File: config.mk
export PLATFORM = sky130hd
export DESIGN_NAME = pc_unit_flat
export DESIGN_NICKNAME = d
export VERILOG_FILES = /design/src/rtl/pc_unit_if.sv /design/src/rtl/pc_unit.sv /design/src/flat_wrapper.sv
export SDC_FILE = /design/constraint.sdc
export NUM_CORES = 1
export LEC_CHECK = 0
export CORE_MARGIN = 2
export CORE_UTILIZATION = 41
export DETAILED_ROUTE_END_ITERATION = 10
export GPL_ROUTABILITY_DRIVEN = 0
export GPL_TIMING_DRIVEN = 0
export PLACE_DENSITY_LB_ADDON = 0.05
export SLEW_MARGIN = 20
export SYNTH_ARGS = -nofsm -noshare
export SYNTH_HDL_FRONTEND = slang
export SYNTH_SLANG_ARGS = --single-unit
export TNS_END_PERCENT = 50
File: constraint.sdc
create_clock -name clk -period 3.7 [get_ports clk]
set_clock_uncertainty 0.05 [all_clocks]
set_input_delay 0.925 -clock clk [delete_from_list [all_inputs] [get_ports clk]]
set_output_delay 0.925 -clock clk [all_outputs]
set_load 0.02 [all_outputs]
File: src/rtl/pc_unit_if.sv
// pc_unit_if: control and address bundle between the hazard unit / EX stage
// and the program-counter unit. The master drives control, the slave (pc_unit) returns PC state.
interface pc_unit_if #(
    parameter int XLEN = 32
);
    logic            stall_i;
    logic            redirect_i;
    logic [XLEN-1:0] target_i;
    logic            call_i;
    logic            ret_i;
    logic            trap_i;
    logic [XLEN-1:0] pc_o;
    logic [XLEN-1:0] pc_plus4_o;
    logic [XLEN-1:0] epc_o;
    logic            misalign_o;
    logic            ras_empty_o;

    modport master (
        output stall_i, redirect_i, target_i, call_i, ret_i, trap_i,
        input  pc_o, pc_plus4_o, epc_o, misalign_o, ras_empty_o
    );

    modport slave (
        input  stall_i, redirect_i, target_i, call_i, ret_i, trap_i,
        output pc_o, pc_plus4_o, epc_o, misalign_o, ras_empty_o
    );
endinterface

File: src/rtl/pc_unit.sv
// pc_unit: fetch-stage program counter with redirect, trap, stall, EPC and a
// circular return-address stack. Ports: clk, reset (sync, active-high), bus (pc_unit_if.slave).
module pc_unit #(
    parameter int              XLEN         = 32,
    parameter logic [XLEN-1:0] RESET_VECTOR = '0,
    parameter logic [XLEN-1:0] TRAP_VECTOR  = XLEN'(32'h0000_0100),
    parameter int              RAS_DEPTH    = 4
) (
    input  logic       clk,
    input  logic       reset,
    pc_unit_if.slave   bus
);
    localparam int PW = $clog2(RAS_DEPTH);
    localparam int CW = $clog2(RAS_DEPTH + 1);

    logic [XLEN-1:0] pc;
    logic [XLEN-1:0] epc;
    logic            misalign;
    logic [XLEN-1:0] ras_mem [RAS_DEPTH];
    logic [PW-1:0]   ras_ptr;
    logic [CW-1:0]   ras_cnt;
    logic [XLEN-1:0] pc_plus4;
    logic            bad_target;
    logic            push;
    logic            pop;

    assign pc_plus4   = pc + XLEN'(4);
    assign bad_target = bus.target_i[1:0] != 2'b00;

    // Priority: trap > misaligned redirect > redirect > stall > ret > seq.
    assign push = ~bus.trap_i & bus.redirect_i & ~bad_target & bus.call_i;
    assign pop  = ~bus.trap_i & ~bus.redirect_i & ~bus.stall_i
                & bus.ret_i & (ras_cnt != '0);

    always_ff @(posedge clk) begin
        if (reset) begin
            pc       <= RESET_VECTOR;
            epc      <= '0;
            misalign <= 1'b0;
            ras_ptr  <= '0;
            ras_cnt  <= '0;
        end else begin
            misalign <= 1'b0;
            if (bus.trap_i) begin
                pc  <= TRAP_VECTOR;
                epc <= pc;
            end else if (bus.redirect_i && bad_target) begin
                pc       <= TRAP_VECTOR;
                epc      <= bus.target_i;
                misalign <= 1'b1;
            end else if (bus.redirect_i) begin
                pc <= bus.target_i;
            end else if (bus.stall_i) begin
                pc <= pc;
            end else if (pop) begin
                pc <= ras_mem[ras_ptr - PW'(1)];
            end else begin
                pc <= pc_plus4;
            end

            if (push) begin
                ras_ptr <= ras_ptr + PW'(1);
                // Full stack overwrites its oldest entry; count stays saturated.
                if (ras_cnt != CW'(RAS_DEPTH))
                    ras_cnt <= ras_cnt + CW'(1);
            end else if (pop) begin
                ras_ptr <= ras_ptr - PW'(1);
                ras_cnt <= ras_cnt - CW'(1);
            end
        end
    end

    // Entries need no reset: they are only read while the count is non-zero.
    always_ff @(posedge clk) begin
        if (!reset && push)
            ras_mem[ras_ptr] <= pc_plus4;
    end

    assign bus.pc_o        = pc;
    assign bus.pc_plus4_o  = pc_plus4;
    assign bus.epc_o       = epc;
    assign bus.misalign_o  = misalign;
    assign bus.ras_empty_o = ras_cnt == '0;
endmodule
File: src/flat_wrapper.sv
// flat-port wrapper written by rule: the top's interface ports become plain ports
module pc_unit_flat 
#(
    parameter int              XLEN         = 32,
    parameter logic [XLEN-1:0] RESET_VECTOR = '0,
    parameter logic [XLEN-1:0] TRAP_VECTOR  = XLEN'(32'h0000_0100),
    parameter int              RAS_DEPTH    = 4
)
  (clk, reset, bus_stall_i, bus_redirect_i, bus_target_i, bus_call_i, bus_ret_i, bus_trap_i, bus_pc_o, bus_pc_plus4_o, bus_epc_o, bus_misalign_o, bus_ras_empty_o);
  pc_unit_if #(.XLEN(XLEN)) bus_i ();
  input  logic clk;
  input  logic reset;
  input wire logic [$bits(bus_i.stall_i)-1:0] bus_stall_i;
  input wire logic [$bits(bus_i.redirect_i)-1:0] bus_redirect_i;
  input wire logic [$bits(bus_i.target_i)-1:0] bus_target_i;
  input wire logic [$bits(bus_i.call_i)-1:0] bus_call_i;
  input wire logic [$bits(bus_i.ret_i)-1:0] bus_ret_i;
  input wire logic [$bits(bus_i.trap_i)-1:0] bus_trap_i;
  output wire logic [$bits(bus_i.pc_o)-1:0] bus_pc_o;
  output wire logic [$bits(bus_i.pc_plus4_o)-1:0] bus_pc_plus4_o;
  output wire logic [$bits(bus_i.epc_o)-1:0] bus_epc_o;
  output wire logic [$bits(bus_i.misalign_o)-1:0] bus_misalign_o;
  output wire logic [$bits(bus_i.ras_empty_o)-1:0] bus_ras_empty_o;
  assign bus_i.stall_i = bus_stall_i;
  assign bus_i.redirect_i = bus_redirect_i;
  assign bus_i.target_i = bus_target_i;
  assign bus_i.call_i = bus_call_i;
  assign bus_i.ret_i = bus_ret_i;
  assign bus_i.trap_i = bus_trap_i;
  assign bus_pc_o = bus_i.pc_o;
  assign bus_pc_plus4_o = bus_i.pc_plus4_o;
  assign bus_epc_o = bus_i.epc_o;
  assign bus_misalign_o = bus_i.misalign_o;
  assign bus_ras_empty_o = bus_i.ras_empty_o;
  pc_unit #(.XLEN(XLEN), .RESET_VECTOR(RESET_VECTOR), .TRAP_VECTOR(TRAP_VECTOR), .RAS_DEPTH(RAS_DEPTH)) u_core (.clk(clk), .reset(reset), .bus(bus_i));
endmodule
==> impl_results.md <==
* #FFs+latches synth at 198
* Post-synthesis simple-gate area fraction at 12.6%
* Largest net degree at the start of global routing at 22
* Starting Density at 41.7%
* Max stage delay on crit path at 660 ps
* LEAKAGE at 4.54 nW
* Final Cycle Share at 100%
* Row count at 54
* Drt first pass iters at 5
* Slew Viols, Final at 0
* Total gr overflow at 0
* Buf+Inv Stages, Crit Path at 3
* Seq/Total Area, Yosys at 57.6%
* Clock tree buffer depth at 2
* Final hold viol count at 0
* Area contributors post-synth: edfxtp_1 42%, dfxtp_1 15%, mux4_2 7.9%
* Yosys cell types at 64
* Worst path required time at 2720 ps
* Clock transition at path regs at 70 ps
* WP data arrival at 2730 ps
* Unrepaired setup endpoints after global routing: true
* Worst-path maximum fanout at 8
* Startpoint types: flip-flop
* Synth Flop Type: edfxtp_1
* Nets at 950
* Clock Latency Late Sink at 440 ps
* Placeable Area at 21800 µm²
* Drt total wl at 29000 µm
* Syn_nets at 778
* Ys Warns at 0
* Hold WS at 463 ps
* FMAX at 0.270 GHz
* Status: finished with violations
* CTS Hold Bufs at 0
* Final setup violation count at 1
* Adder-cell share of the synthesized area at 0.907%
* Critical path class: reg -> out
* Design Power at 4.61 mW
* Synth Instances at 733
* Share of cells above drive strength 1 at 19.7%
* Placed cell count at 1152
* Relative slew slack at 36.1%
* Cell Area, Synth at 9100 µm²
* Vias per Instance at 5.88
* Die height at 153 µm
* Place WS at -302 ps
* Yosys top cell area share at 42.2%
* GRT Util Overall at 24.9%
* Max Cap Viol at 0
* Post-synthesis mux area share at 11.5%
* Slowest stage cell, crit path: clkdlybuf4s50_1
* CP endpoint kind: primary output
* Clk sinks at 198
* Finished Layout Cells at 1197
* Die width at 153 µm
* EDFF count, synth at 128
* Worst slew pin tran at 959 ps
* I/O pins at 137
* Die area at 23400 µm²
* Synthesized area per cell at 12.4 µm²
* DRC at 0
* Antenna diodes at 0
* Area leader, netlist: edfxtp_1
* CTS tree: built
* Crit path cell chain: buf_2 -> and4_1 -> buf_2 -> nand3_1 -> xnor2_4 -> clkdlybuf4s50_1
* Compound-cell area share of the yosys netlist at 11.1%
* Setup slack after layout at -3.41 ps
* Hold Path Class: reg -> reg
* Pwr dens at 390 nW/µm²
* Ys async rst share at 0%
* Crit path time final at 3700 ps
* CP most frequent cell: buf_2
* Count leader, synth: edfxtp_1
* Post-synthesis xor/xnor area fraction at 2.41%
* DR WL/cell at 24.2 µm
* Finished Cell Area at 11800 µm²
* Vias in the first global route at 7060
* Antenna violations before repair at 0
* Main combinational cell family by area after synthesis: simple AND/OR/NAND/NOR gates
* Peak VDD IR at 355 µV
* Root buffer cell: clkbuf_16
* Vias at 7038
* Starting DRT DRC Count at 693
* Top cells by count, synth: 128 x edfxtp_1, 86 x nor2_1, 70 x dfxtp_1, 64 x a21oi_1, 37 x nand2_1
* DP HPWL at 19800 µm
* Cell family with the largest share of critical-path delay: buffers and inverters
* Cell Area, Placed at 10900 µm²
* Failing checks: setup timing
* Buffers on Ports at 135
* H-tree depth at 4
* Layout area overhead at 29.9%
* CTS Buf Count at 17
* ANT nets after route at 0
* First-pass GRT wire length at 43300 µm
==> sequential cells by signal, indices dropped and copies added, names as in the netlist, named ones only <==
name and cells:
u_core.bus.epc_o 32, u_core.bus.misalign_o 1, u_core.bus.pc_o 30, u_core.ras_cnt 3
u_core.ras_mem 128, u_core.ras_ptr 2
==> what timing repair did <==
action | in CTS | in global routing
resized for setup | 57 | 21
pin swaps | 6 | 7
setup endpoints to repair | 40 | 17
buffers inserted | 8 | 7
==> metrics by stage <==
stage	setup TNS, ps	util [%]
floorplan	0	-
detailed placement	-11100	49.9
global placement	-127770	49.5
CTS	-317	53.6
global route	-555	54.2
finish	-3.41	54.2
==> cell families (layout without fill, tap and decap cells) <==
group,Yosys count,after routing
simple gates,217,217
flops,198,198
compound gates,149,149
buf+inv,73,257
mux,65,65
xor+xnor,25,25
fa+ha+maj,6,6
==> worst paths after layout <==
path / slack (ps) / end / startpoint / cells past startpoint
setup / recovery: -3 / bus_pc_plus4_o[11] / u_core.bus.pc_o[2] / 6
hold / removal: 460 / u_core.ras_ptr[1] / u_core.ras_ptr[1] / 2
setup reg to reg: 270 / u_core.bus.pc_o[7] / u_core.ras_ptr[0] / 11
hold reg to reg: 460 / u_core.ras_ptr[1] / u_core.ras_ptr[1] / 2
==> final cells by class <==
class / instances / area, µm²
inverter: 17 / 63.8
multi-input combinational: 462 / 3810
clock buffer: 21 / 460
buffer: 55 / 295
sequential: 198 / 5250
timing repair buffer: 154 / 1530
clock inverter: 10 / 75.1
fill: 1900 / 9990
tap: 280 / 350
==> tightest hold or removal path, delay by kind of cell, from the launching register on <==
kind,cells,cell delay [ps]
AO/OA/AOI/OAI,1,60
flip-flops,1,340
AND/OR/NAND/NOR,1,70
==> report_power, final <==
part | switching [mW] | internal [mW]
Sequential | 0.0321 | 2.37
Combinational | 0.274 | 0.201
Clock | 0.840 | 0.899
==> cells in the final DEF, fill, tap and decap left out, types with 20 or more instances in the layout <==
cell type,instances
a21oi_1,64
buf_2,20
buf_4,21
clkdlybuf4s50_1,117
dfxtp_1,66
edfxtp_1,128
mux2i_1,33
mux4_2,32
nand2_1,37
nor2_1,85
==> layer usage <==
metal / up-vias / wire length, µm / global-route usage [%] / part of all wire, %
met3: 41 / 1880 / 4.96 / 6.5
met1: 3571 / 13000 / 34.7 / 45
met4: 0 / 583 / 7.76 / 2.0
li1: 3127 / - / - / -
met5: - / 0 / 0 / 0
met2: 299 / 13500 / 39.6 / 47
Note: power is estimated with default switching activity, not from simulation.
